--- src/rtl/fc_feed_pkg.sv ---
// Shared definitions for the FC feed sequencer: state encoding, default sizes
// and the index-width helper used by the top level and the packing buffer.
package fc_feed_pkg;

    typedef enum logic [1:0] {
        ST_FILL = 2'd0,
        ST_RUN  = 2'd1,
        ST_OUT  = 2'd2
    } state_t;

    localparam int unsigned DEF_DATA_W  = 32;
    localparam int unsigned DEF_N_ELEM  = 8;
    localparam int unsigned FRAME_CNT_W = 16;

    function automatic int unsigned idx_width(input int unsigned n);
        return (n > 1) ? $clog2(n) : 1;
    endfunction

endpackage

--- src/rtl/fc_feed_buffer.sv ---
// N_ELEM x DATA_W packing register with indexed write and synchronous clear;
// word k appears at bits [k*DATA_W +: DATA_W] of frame.
module fc_feed_buffer
    import fc_feed_pkg::*;
#(
    parameter int unsigned DATA_W = DEF_DATA_W,
    parameter int unsigned N_ELEM = DEF_N_ELEM,
    parameter int unsigned IDX_W  = idx_width(DEF_N_ELEM)
) (
    input  logic                     clk,
    input  logic                     rst,
    input  logic                     clear,
    input  logic                     wr_en,
    input  logic [IDX_W-1:0]         wr_idx,
    input  logic [DATA_W-1:0]        wr_data,
    output logic [DATA_W*N_ELEM-1:0] frame
);

    logic [N_ELEM-1:0][DATA_W-1:0] words;

    always_ff @(posedge clk or negedge rst) begin
        if (!rst) begin
            words <= '0;
        end else if (clear) begin
            words <= '0;
        end else if (wr_en) begin
            words[wr_idx] <= wr_data;
        end
    end

    assign frame = words;

endmodule

--- src/rtl/fc_feed_sequencer.sv ---
// Producer side of the FC layer: packs a feature stream into fc_input, runs the
// FC handshake and returns the result. Optional RUN watchdog: FC_FEED_TIMEOUT_EN.
module fc_feed_sequencer
    import fc_feed_pkg::*;
#(
    parameter int unsigned DATA_W      = DEF_DATA_W,
    parameter int unsigned N_ELEM      = DEF_N_ELEM,
    parameter int unsigned TIMEOUT_CYC = 255
) (
    input  logic                     clk,
    input  logic                     rst,
    input  logic                     in_valid,
    output logic                     in_ready,
    input  logic [DATA_W-1:0]        in_data,
    input  logic                     in_last,
    output logic [DATA_W*N_ELEM-1:0] fc_input,
    output logic                     fc_enable,
    input  logic                     fc_done,
    input  logic [DATA_W-1:0]        fc_result,
    output logic                     out_valid,
    input  logic                     out_ready,
    output logic [DATA_W-1:0]        out_data,
    output logic [FRAME_CNT_W-1:0]   frame_cnt,
    output logic                     err
);

    localparam int unsigned        IDX_W    = idx_width(N_ELEM);
    localparam logic [IDX_W-1:0]   LAST_IDX = IDX_W'(N_ELEM - 1);

    if (TIMEOUT_CYC < 1) begin : g_bad_timeout
        $error("TIMEOUT_CYC must be at least 1");
    end

    state_t           state, next_state;
    logic [IDX_W-1:0] idx;
    logic             run_first;
    logic             accept, frame_end, done_ok, timeout, out_fire;

    assign accept    = in_valid && in_ready;
    assign frame_end = accept && (in_last || idx == LAST_IDX);
    // The FC layer may still hold done from a previous job on the first RUN cycle.
    assign done_ok   = (state == ST_RUN) && !run_first && fc_done;
    assign out_fire  = (state == ST_OUT) && out_ready;

    always_ff @(posedge clk or negedge rst) begin
        if (!rst) begin
            state <= ST_FILL;
        end else begin
            state <= next_state;
        end
    end

    always_comb begin
        next_state = state;
        case (state)
            ST_FILL: if (frame_end)           next_state = ST_RUN;
            ST_RUN:  if (done_ok || timeout)  next_state = ST_OUT;
            ST_OUT:  if (out_ready)           next_state = ST_FILL;
            default:                          next_state = ST_FILL;
        endcase
    end

    always_comb begin
        in_ready  = (state == ST_FILL);
        fc_enable = (state == ST_RUN);
        out_valid = (state == ST_OUT);
    end

    always_ff @(posedge clk or negedge rst) begin
        if (!rst) begin
            idx       <= '0;
            run_first <= 1'b0;
            out_data  <= '0;
            frame_cnt <= '0;
        end else begin
            run_first <= (state == ST_FILL) && frame_end;
            if (out_fire) begin
                idx <= '0;
            end else if (accept) begin
                idx <= idx + 1'b1;
            end
            if (done_ok) begin
                out_data <= fc_result;
            end else if (timeout) begin
                out_data <= '0;
            end
            if (out_fire) begin
                frame_cnt <= frame_cnt + 1'b1;
            end
        end
    end

`ifdef FC_FEED_TIMEOUT_EN
    localparam int unsigned      TMO_W    = idx_width(TIMEOUT_CYC + 1);
    localparam logic [TMO_W-1:0] TMO_LAST = TMO_W'(TIMEOUT_CYC);

    logic [TMO_W-1:0] tmo_cnt;

    // Counts RUN cycles from 0; expiry lands on RUN cycle TIMEOUT_CYC+1.
    always_ff @(posedge clk or negedge rst) begin
        if (!rst) begin
            tmo_cnt <= '0;
            err     <= 1'b0;
        end else begin
            tmo_cnt <= (state == ST_RUN) ? tmo_cnt + 1'b1 : '0;
            if (timeout) begin
                err <= 1'b1;
            end
        end
    end

    assign timeout = (state == ST_RUN) && (tmo_cnt == TMO_LAST) && !done_ok;
`else
    assign timeout = 1'b0;
    assign err     = 1'b0;
`endif

    fc_feed_buffer #(
        .DATA_W (DATA_W),
        .N_ELEM (N_ELEM),
        .IDX_W  (IDX_W)
    ) u_buffer (
        .clk     (clk),
        .rst     (rst),
        .clear   (out_fire),
        .wr_en   (accept),
        .wr_idx  (idx),
        .wr_data (in_data),
        .frame   (fc_input)
    );

endmodule

--- config.mk ---
export PLATFORM = sky130hd
export DESIGN_NAME = fc_feed_sequencer
export DESIGN_NICKNAME = d
export VERILOG_FILES = /design/src/rtl/fc_feed_pkg.sv /design/src/rtl/fc_feed_buffer.sv /design/src/rtl/fc_feed_sequencer.sv
export SDC_FILE = /design/constraint.sdc
export NUM_CORES = 1
export LEC_CHECK = 0
export BUFFER_PORTS_ARGS = -buffer_cell sky130_fd_sc_hd__buf_4
export CORE_MARGIN = 2
export CORE_UTILIZATION = 56
export CTS_CLUSTER_DIAMETER = 80
export DETAILED_ROUTE_END_ITERATION = 10
export HOLD_SLACK_MARGIN = 0.06
export PLACE_DENSITY = 0.86
export SYNTH_ARGS = -nofsm -noshare
export SYNTH_HDL_FRONTEND = slang
export SYNTH_SLANG_ARGS = --single-unit
--- constraint.sdc ---
create_clock -name clk -period 3.79 [get_ports clk]
set_input_delay 0.5685 -clock clk [delete_from_list [all_inputs] [get_ports clk]]
set_output_delay 0.5685 -clock clk [all_outputs]
set_load 0.02 [all_outputs]
# Yosys cells after proc, flatten, opt, wreduce, memory -nomap -nowiden
# Index checks and enable logic that the tools add are counted.
[totals]
register_bits = 310
input_bits = 70
output_inout_bits = 308
[op_classes]
add_sub_neg = 2
n_lt_le_gt_ge = 2
n_eq_ne = 6
muxes = 11
n_reduce_logical = 12
[ops]
columns = ["operator", "count"]
rows = [
  ["$mux 256", 2],
  ["$bwmux 256", 1],
  ["$demux 32 s3", 1],
  ["$mux 32", 1],
  ["$add 16x1->16 const B", 1],
  ["$logic_and 1x1->1", 7],
  ["$mux 2", 3],
  ["$mux 3", 2],
  ["$ne 2x1->1 const B", 3],
  ["$pmux 2 s3", 1],
  ["$lt 3x4->1 const B", 1],
  ["$add 3x1->3 const B", 1],
  ["$eq 3x3->1 const B", 1],
  ["$ge 3x1->1 const B", 1],
  ["$reduce_and 3->1", 1],
  ["$eq 2x1->1 const B", 1],
  ["$eq 2x2->1 const B", 1],
  ["$logic_not 2->1", 1],
  ["$reduce_bool 2->1", 1],
  ["$logic_not 1->1", 1],
  ["$logic_or 1x1->1", 1],
]

# Depth between registers and ports, before layout
# Gate-level depths: netlist (run 1).
[depth]
word_depth = 7
depth_mapped = 7
mapped_depth_nobuf = 4

# By module
# From an unflattened synthesis (run 1), not the netlist that was laid out.
[hier_totals]
cells_unflattened = 1067
area_unflattened_um2 = 13518.0
[by_module_without_submodules]
columns = ["module", "n_inst", "cells_each", "area_per_inst_um2", "seq_area_each_um2"]
rows = [
  ["fc_feed_buffer", 1, 908, 11328.4, 6406.1],
  ["fc_feed_sequencer", 1, 159, 2189.6, 1351.3],
]

# Worst setup path before layout (run 1)
# Ideal clock, no wire load.
[synth_path]
kind = "register to register"
startpoint = "register state[0]"
endpoint = "register out_data[10]"
setup_ns = 0.125
arrival_ns = 1.508
t_required_ns = 3.665
slack_ns = 2.157
path_stages_with_launch = 5
path_buffers = 1
period_less_slack_ns = 1.633
path_cell_list = "dfrtp_1 inv_2 nor4b_4 buf_6 mux2_2"
[synth_via]
elab_chain_len = 3
[synth_rtl]
columns = ["item", "line_no", "text"]
rows = [
  ["start, declared", "fc_feed_sequencer.sv:34", "state_t state, next_state;"],
  ["start signal, assigned", "fc_feed_sequencer.sv:49", "state <= next_state;"],
  ["$eq 2x1->1", "fc_feed_sequencer.sv:42", "assign done_ok = (state == ST_RUN) && !run_first && fc_done;"],
  ["$logic_and 1x1->1 (2 in a row)", "fc_feed_sequencer.sv:42", ""],
  ["end signal, assigned", "fc_feed_sequencer.sv:83", "out_data <= fc_result;"],
  ["end, declared", "fc_feed_sequencer.sv:22", "output logic [DATA_W-1:0] out_data,"],
]
# No other way between the ends.
# A chain may end at the register's enable or synchronous reset.

# Worst setup path after layout (run 1)
[layout_path]
startpoint = "register state[1]"
endpoint = "register u_buffer.words, in the netlist u_buffer.frame[56]"
[layout_via]
elab_chain_len = 3
word_cells_on_any_way = 6
cone_classes = "1 x eq/ne; 1 x mux; 4 x reduce/logical"
[layout_rtl]
columns = ["item", "line_no", "text"]
rows = [
  ["$eq 2x2->1 / $logic_not 2->1 (equally long branches)", "fc_feed_sequencer.sv:43, fc_feed_sequencer.sv:64", ""],
  ["$logic_and 1x1->1 (on tied branches)", "fc_feed_sequencer.sv:43, fc_feed_sequencer.sv:39", ""],
  ["$mux 256 / $reduce_bool 2->1 (equally long branches)", "--", ""],
  ["end signal, assigned by index", "fc_feed_buffer.sv:27", "words[wr_idx] <= wr_data;"],
  ["end, declared", "fc_feed_buffer.sv:19", "logic [N_ELEM-1:0][DATA_W-1:0] words;"],
]
# Parallel ways exist; a longest one is shown, timed or not.

==> results of run 1 <==
[critical path, cell delays in order, from the launching register on]
cell     delay [ps]
dfrtp_1         510
nor4b_4         490
nand2_1         790
nand2_1         330
a21oi_1         110
[cell usage after synthesis, drive strengths merged]
library cell	n	area, µm²
xor2	4	35.0
nand2	525	1970
xnor2	12	105
inv	2	7.50
a21oi	258	1290
ha	3	37.5
nand4	3	18.8
mux2	33	402
and2	7	43.8
nor2b	2	12.5
dfrtp	310	7760
and4b	1	11.3
and3	5	31.3
and2b	1	7.51
a211oi	1	7.51
nand3	9	45.0
o21ai	1	5.00
nor2	4	15.0
nor3	1	5.00
nor4b	2	47.6
a21o	1	7.51
clkbuf	20	75.1
and4	3	26.3
buf	104	682
conb	1	3.75
and4bb	1	12.5
[flip-flops by register name (all words and copies together) (netlist names)]
name	flops
u_buffer.frame	256
out_data	32
frame_cnt	16
idx	3
state	2
run_first	1
[cell families after synthesis]
kind of cell | Yosys count | synth area share [%]
muxes | 33 | 3.17
AOI/OAI and AO/OA | 261 | 10.4
and+or+nand+nor | 564 | 17.7
xor gates and xnor gates | 16 | 1.11
DFF | 310 | 61.3
buffers and inverters | 126 | 6.04
other | 1 | 0.0296
adders and majority gates | 3 | 0.296
[per-stage QoR]
stage / instances / setup slack, ps / utilization [%] / total power [W]
2_1_floorplan: 1314 / 2160 / - / 0.00877
3_3_place_gp: 1873 / 1490 / 68.3 / 0.0114
3_5_place_dp: 1873 / 1370 / 68.3 / 0.0116
4_1_cts: 1930 / 1400 / 73.0 / 0.0148
5_1_grt: 1930 / 1280 / 73.0 / 0.0155
6_report: 1930 / 1420 / 73.0 / 0.0148
[power groups by stage]
stage                     combinational (W)  clock [W]  sequential (W)
after floorplan                     0.00193          0         0.00684
after global placement              0.00603          0         0.00536
after detailed placement            0.00620          0         0.00544
after CTS                           0.00622    0.00318         0.00541
after global routing                0.00659    0.00331         0.00556
final                               0.00622    0.00315         0.00542
[final timing paths]
| kind | startpoint | end | slack [ps] |
|---|---|---|---|
| min in group clk | fc_result[20] | out_data[20] | 240 |
| setup / recovery | state[1] | u_buffer.frame[56] | 1420 |
| hold reg to reg | frame_cnt[15] | frame_cnt[15] | 490 |
| setup reg to reg | state[1] | u_buffer.frame[56] | 1420 |
| hold / removal | rst | u_buffer.frame[144] | 30 |
| max in group asynchronous | rst | u_buffer.frame[248] | 2780 |
[cell type report]
type / count / area [µm²]
clock buffer: 49 / 933
sequential: 310 / 7760
tap: 285 / 357
multi-input combinational: 878 / 4150
clock inverter: 8 / 115
inverter: 2 / 7.51
fill: 1603 / 6060
timing repair buffer: 398 / 3060
[routing by layer]
metal | track usage (%) | vias to the layer above
met5 | 0 | -
li1 | - | 4818
met2 | 54.5 | 621
met1 | 41.3 | 5279
met4 | 14.4 | 0
met3 | 6.98 | 128
==> reports/results.txt, run 1 <==
P_sw -> 0.00577 W
Syn_area_per_cell -> 9.64 µm²
Fin crit share -> 62.6%
Initial core utilization -> 56.4%
CTS tree -> done
Power share of the clock group -> 21.3%
Clock root cell -> clkbuf_16
I/O pin total -> 378
Die Y -> 154 µm
Crit path kind -> reg2reg
Most frequent cells in the layout -> nand2_1, buf_4, dfrtp_1
Critical Path End Type -> flop
Synth cell types -> 31
WP data arrival -> 2800 ps
VDD IR max -> 0.000603 V
Status -> complete, no violations
Count of final setup violators -> 0
CTS resizes -> 0
Clock skew -> 11.9 ps
Max Root-Sink Buffers -> 3
Logic pwr share -> 42.0%
Core area -> 0.0224 mm²
H-tree depth -> 1
Nets -> 1694
Max-cap violation count -> 0
First-pass GRT wire length -> 60.7 mm
CTS Buf Count -> 31
GRT Total Usage -> 32.6%
Yosys reg bits -> 310
DRC -> 0
Grt total ovfl -> 0
Detailed Route Iter0 Violations -> 857
Required @ worst endpoint -> 4220 ps
RSZ-0062 raised after global routing -> no
Vias in the first global route -> 10800
Post-DRT Antenna Nets -> 0
Startpoint types -> flop
Die X -> 154 µm
Synthesized instance count -> 1314
Min-delay worst type -> in2async
Antenna violations before repair -> 0
Worst slew margin -> 21.7%
Pwr dens -> 903 mW/mm²
Post-Syn Area -> 0.0127 mm²
Die area -> 0.0238 mm²
Met2 WL -> 19.2 mm
Placement Cell Area -> 0.0153 mm²
P&R area growth vs syn -> 29.3%
Fmax -> 421 MHz
Leak Pwr -> 8.05 nW
Setup TNS -> 0 ps
Share of cells above drive strength 1 -> 29.5%
Ys Warns -> 0
Hold Violations, Final -> 0
FP Rows -> 55
Met1 WL -> 14.5 mm
CP max FO -> 32
Top layer in use -> met4
Seq/Total Area, Yosys -> 61.3%
Clk slew on worst S/H paths -> 60 ps
Average wire per standard cell -> 20.4 µm
Fin area -> 0.0164 mm²
Post-DP HPWL -> 26.6 mm
Hold buffers post-CTS -> 0
Post-route minimum period -> 2370 ps
Port-buffer cells -> 376
Vias/cell -> 5.62
Worst skew pair latency -> 550 ps
Met3 wire length -> 3.65 mm
Routed Wire Length -> 39.3 mm
Sw frac -> 39.0%
Worst-Margin Slew -> 1170 ps
Syn Nets -> 1387
Worst Reg-to-Reg Cells -> 4
Most common cell after layout, fill and taps aside -> nand2_1
Flop pwr share -> 36.7%
Slew Viols, Final -> 0
DRT Pass-1 Iters -> 5
Largest net degree at the start of global routing -> 96
DR vias -> 10800
N_diodes -> 0
Final Wtd Congestion -> 0.847
Postcts setup bufs -> 0
Pint -> 0.00902 W
Clock sink total -> 310
Worst Hold Slack -> 30.5 ps
Power figures use the tool's default switching activity.
==> inputs of run 2 (changes only) <==
--- a/config.mk
+++ b/config.mk
@@ -7,11 +7,11 @@
 export LEC_CHECK = 0
 export BUFFER_PORTS_ARGS = -buffer_cell sky130_fd_sc_hd__buf_4
 export CORE_MARGIN = 2
-export CORE_UTILIZATION = 56
+export CORE_UTILIZATION = 47
 export CTS_CLUSTER_DIAMETER = 80
 export DETAILED_ROUTE_END_ITERATION = 10
 export HOLD_SLACK_MARGIN = 0.06
-export PLACE_DENSITY = 0.86
+export PLACE_DENSITY = 0.77
 export SYNTH_ARGS = -nofsm -noshare
 export SYNTH_HDL_FRONTEND = slang
 export SYNTH_SLANG_ARGS = --single-unit
==> constraint.sdc (replaced) <==
create_clock -name clk -period 2 [get_ports clk]
set_input_delay 0.3 -clock clk [delete_from_list [all_inputs] [get_ports clk]]
set_output_delay 0.3 -clock clk [all_outputs]
set_load 0.02 [all_outputs]
==> run 2 against run 1 <==
Cell count rose by 6.0%. Sequential share of layout area fell by 2.1 points. Largest power group unchanged. Flip-flop and latch count unchanged. Critical path depth shrank 1. Worst setup slack worse by 1300 ps. Via count up 2.0%. Non-clock buffer count is 57 higher. Clock skew rose by 6.1 ps. Worst hold slack better by 69 ps. Total power grew 92%. Critical endpoint is now in_ready.
==> reports/results.txt, run 2 (synthesis gave the netlist of run 1 again) <==
Fmax -> 531 MHz
Slack of the critical path -> 117 ps
Post-Place Setup Slack -> 287 ps
Critical Path End Type -> output port
Post-DRT Antenna Nets -> 0
Vias/cell -> 5.41
WP data arrival -> 1580 ps
Detailed Route Iter0 Violations -> 1069
N_diodes -> 0
Setup TNS -> 0 ps
Status -> complete, no violations
Post-route minimum period -> 1880 ps
Share of cells above drive strength 1 -> 30.0%
I/O pin total -> 378
Hold Violations, Final -> 0
FF+latch area -> 0.00776 mm²
H-tree depth -> 2
GRT Total Usage -> 28.4%
Max-cap violation count -> 0
Overall Power -> 0.0283 W
Max reg flops -> 256
Core area -> 0.0267 mm²
Post-DP HPWL -> 27.0 mm
CTS tree -> done
DRC -> 0
Initial core utilization -> 47.4%
Fin crit share -> 94.1%
Largest net degree at the start of global routing -> 75
Die Y -> 168 µm
Worst skew pair latency -> 510 ps
Sequence of cells on the critical path -> buf_4 -> nor2_1 -> buf_4
Min-delay worst type -> in2reg
Average wire per standard cell -> 19.8 µm
FP Rows -> 60
Final Non-Filler Cells -> 2046
Vias in the first global route -> 11000
Required @ worst endpoint -> 1700 ps
P&R area growth vs syn -> 35.3%
Startpoint types -> flop
Most frequent cell on the critical path -> buf_4
Buf/Inv on CP -> 2
Antenna violations before repair -> 0
Pint -> 0.0173 W
CP max FO -> 7
Crit-path max cell delay -> 410 ps
Worst path slowest cell -> dfrtp_1
Nets -> 1754
P_sw -> 0.0111 W
# fillers -> 2129
Clock skew -> 18.0 ps
Critical path's top delay family -> flip-flops
CTS resizes -> 0
Grt total ovfl -> 0
Die X -> 168 µm
Max Root-Sink Buffers -> 3
Die area -> 0.0283 mm²
Routed Wire Length -> 40.4 mm
Most common cell after layout, fill and taps aside -> nand2_1
Placed insts -> 1953
Worst-Margin Slew -> 527 ps
Slew Viols, Final -> 0
Clock sink total -> 310
Sw frac -> 39.0%
Power share of the clock group -> 21.2%
Port-buffer cells -> 376
Clock root cell -> clkbuf_16
Worst slew margin -> 64.9%
Clk slew on worst S/H paths -> 60 ps
Multi-input gate area -> 0.00415 mm²
Pwr dens -> 1650 mW/mm²
DR vias -> 11100
VDD IR max -> 0.00108 V
First-pass GRT wire length -> 62.5 mm
Leak Pwr -> 8.36 nW
Logic pwr share -> 42.3%
CTS Buf Count -> 34
Crit path kind -> reg2out
Most frequent cells in the layout -> nand2_1, buf_4, dfrtp_1
DRT Pass-1 Iters -> 5
Flop pwr share -> 36.5%
Count of final setup violators -> 0
RSZ-0062 raised after global routing -> no
Layout Utilization -> 64.1%
Internal reg-to-reg setup slack -> 260 ps
Final Wtd Congestion -> 0.859
-- run 2: cell count changes in the layout (fill, tap and decap cells not counted), sizes merged --
cell,delta
clkbuf,+3
bufinv,-2
buf,+24
dlygate4sd3,+33
inv,+2
-- run 2: final timing paths --
kind / start / endpoint / cells after the start
min in group asynchronous: rst / frame_cnt[9] / 2
min reg2reg: frame_cnt[12] / frame_cnt[12] / 1
min: in_data[11] / u_buffer.frame[107] / 3
max in group asynchronous: rst / out_data[12] / 3
max reg2reg: state[0] / u_buffer.frame[137] / 5
max: state[1] / in_ready / 3
-- run 2: worst register-to-register path: cells and delay by family (launching register included) --
kind,cells,cell delay [ps]
buf+inv,1,290
compound gates,1,140
flops,1,450
simple gates,3,790
-- run 2: area by class of cell --
type                    instances  share of cell area (%)
repair buffers                455                    21.8
clock inverters                 8                   0.460
inverters                       2                  0.0438
clock buffers                  52                    5.72
flip-flops and latches        310                    45.3
well taps                     341                    2.49
multi-input cells             878                    24.2
-- run 2: timing repair --
action,CTS,global route
hold endpoints to repair,79,0
setup buffers,0,0
hold buffers,33,0
-- run 2: stage by stage --
| stage | hold WS [ps] | cell area, µm² |
|---|---|---|
| after floorplan | 4.41 | 12700 |
| after global placement | 281 | 15700 |
| after detailed placement | 281 | 15700 |
| after CTS | 79.1 | 17100 |
| after global routing | 96.1 | 17100 |
| final | 99.4 | 17100 |
-- run 2: power by group through the flow --
stage / Combinational (W) / Sequential [W] / Clock, W
2_1_floorplan: 0.00366 / 0.0130 / 0
3_3_place_gp: 0.0116 / 0.0102 / 0
3_5_place_dp: 0.0119 / 0.0104 / 0
4_1_cts: 0.0120 / 0.0103 / 0.00611
5_1_grt: 0.0128 / 0.0106 / 0.00638
6_report: 0.0120 / 0.0103 / 0.00602
-- run 2: layer usage --
layer / global-route usage, % / part of all wire [%] / vias to the layer above
met5: 0 / 0 / -
li1: - / - / 4951
met2: 47.2 / 49 / 580
met1: 36.3 / 39 / 5422
met3: 6.68 / 8.4 / 110
met4: 11.0 / 3.9 / 0
==> inputs of run 3 (changes only) <==
--- a/config.mk
+++ b/config.mk
@@ -7,11 +7,14 @@
 export LEC_CHECK = 0
 export BUFFER_PORTS_ARGS = -buffer_cell sky130_fd_sc_hd__buf_4
 export CORE_MARGIN = 2
-export CORE_UTILIZATION = 47
+export CORE_UTILIZATION = 48
+export CTS_BUF_LIST = sky130_fd_sc_hd__clkbuf_4 sky130_fd_sc_hd__clkbuf_8
 export CTS_CLUSTER_DIAMETER = 80
 export DETAILED_ROUTE_END_ITERATION = 10
 export HOLD_SLACK_MARGIN = 0.06
-export PLACE_DENSITY = 0.77
+export MAX_ROUTING_LAYER = met4
+export PLACE_DENSITY = 0.78
+export RECOVER_POWER = 50
 export SYNTH_ARGS = -nofsm -noshare
 export SYNTH_HDL_FRONTEND = slang
 export SYNTH_SLANG_ARGS = --single-unit
==> run 3 against run 2 <==
Routed wire length is 1.3% higher. Register-to-register slack worse by 110 ps. Maximum frequency about the same. Clock skew decreased by 2.4 ps. Clock power down 3%. Sequential power is essentially flat. Utilization rose by 0.36 points. Via count grew 2.1%. Count of clock-buffer cells in the layout up 32. Critical endpoint unchanged. Non-clock buffer count up 30. Largest power group unchanged.
==> reports/results.txt, run 3 (synthesis gave the netlist of run 1 again) <==
P&R area growth vs syn -> 32.3%
Die area -> 0.0277 mm²
Leak Pwr -> 7.91 nW
Vias in the first global route -> 11600
Met1 usage -> 36.7%
Routed Wire Length -> 41.0 mm
N_diodes -> 0
Average wire per standard cell -> 19.5 µm
Status -> complete, no violations
Count of final setup violators -> 0
GRT Total Usage -> 30.2%
Crit path kind -> reg2out
Pwr dens -> 1620 mW/mm²
Worst-Margin Slew -> 1090 ps
Die Y -> 166 µm
RSZ-0062 raised after global routing -> no
Port-buffer cells -> 376
Slew Viols, Final -> 0
Clock sink total -> 310
I/O pin total -> 378
CTS resizes -> 0
Terminus of the critical flop-to-flop path -> u_buffer.frame[190]
Worst skew pair latency -> 550 ps
Global route hottest layer -> met2
Fmax -> 531 MHz
Hold EP -> run_first
Post-route minimum period -> 1880 ps
Die X -> 166 µm
FP Rows -> 59
DR vias -> 11300
Clock root cell -> clkbuf_8
Most frequent cells in the layout -> nand2_1, dfrtp_1, a21oi_1, buf_4, clkbuf_1
Startpoint types -> flop
Layout Utilization -> 64.5%
DRC -> 0
Most common cell after layout, fill and taps aside -> nand2_1
Worst Hold Depth -> 3
Required @ worst endpoint -> 1700 ps
H-tree depth -> 2
CP max FO -> 9
Met3 Use GR -> 7.18%
CTS tree -> done
Overall Power -> 0.0271 W
Min-delay worst type -> in2reg
DRT Pass-1 Iters -> 6
Final Wtd Congestion -> 0.830
CTS Buf Count -> 50
Share of cells above drive strength 1 -> 22.8%
WP data arrival -> 1580 ps
Nets -> 1800
Detailed Route Iter0 Violations -> 1011
Max-cap violation count -> 0
Largest net degree at the start of global routing -> 79
Critical Path End Type -> output port
Antenna violations before repair -> 0
Hold Violations, Final -> 0
Initial core utilization -> 48.7%
Core area -> 0.0260 mm²
Met2 Track Usage GR -> 49.5%
VDD IR max -> 0.00102 V
First-pass GRT wire length -> 64.4 mm
Worst slew margin -> 27.5%
Launch point of the worst reg-to-reg path -> state[1]
Clk slew on worst S/H paths -> 60 ps
Internal reg-to-reg setup slack -> 150 ps
Post-DP HPWL -> 26.7 mm
Max Root-Sink Buffers -> 3
Worst Reg-to-Reg Cells -> 5
Fin crit share -> 94.2%
Vias/cell -> 5.37
Post-DRT Antenna Nets -> 0
Worst Hold Launch -> in_last
Clock skew -> 15.6 ps
Setup TNS -> 0 ps
Max reg flops -> 256
Grt total ovfl -> 0
==> run 3: changes by cell type in the layout (fill, tap and decap cells not counted), moves of 13 or more <==
cell           before  now
clkbuf_4            0   15
clkbuf_16          35    0
buf_12             18    5
dlygate4sd3_1      33   67
clkbuf_1           13  147
clkbuf_8            4   70
buf_4             403  258
==> run 3: what timing repair did <==
item | in CTS | in global routing
buffers inserted | 0 | 0
endpoints found under the setup margin | 0 | 0
hold buffers | 67 | 0
hold endpoints to repair | 318 | 0
==> run 3: worst max-delay path by stage <==
stage,depth (start not counted),start,end
after detailed placement,5,state[1],u_buffer.frame[186]
after global routing,5,state[1],u_buffer.frame[147]
after CTS,2,state[1],in_ready
after floorplan,4,state[0],out_data[10]
after global placement,5,state[1],u_buffer.frame[174]
final,2,state[1],in_ready
==> run 3: area by class of cell <==
type / instances / area, µm²
clock buffers: 84 / 1070
clock inverters: 8 / 40.0
fillers: 2154 / 9240
inverters: 2 / 7.51
multi-input cells: 878 / 4140
flip-flops and latches: 310 / 7760
well taps: 335 / 419
repair buffers: 485 / 3310
==> run 3: power breakdown <==
part / total [W] / switching, W / leakage, nW / internal, W
Combinational: 0.0110 / 0.00695 / 3.19 / 0.00401
Clock: 0.00585 / 0.00249 / 0.599 / 0.00336
Sequential: 0.0103 / 0.00159 / 4.12 / 0.00871
==> run 3: routing by layer <==
metal	vias to the layer above	part of all wire (%)
met4	0	3.8
met3	122	8.5
met2	595	49
met1	5522	39
met5	-	0
li1	5058	-
==> run 3: through the flow <==
step	hold slack [ps]	setup slack (ps)	cells	area, µm²
floorplan	4.41	367	1314	12700
global placement	281	275	1943	15600
detailed placement	283	164	1943	15600
CTS	121	85.1	2102	17400
global route	148	9.05	2102	16700
finish	151	116	2102	16700
==> run 3: worst max-delay path, stage by stage, from the launching register on <==
cell and delay (ps):
dfrtp_1 500, nor2_1 330, buf_4 210
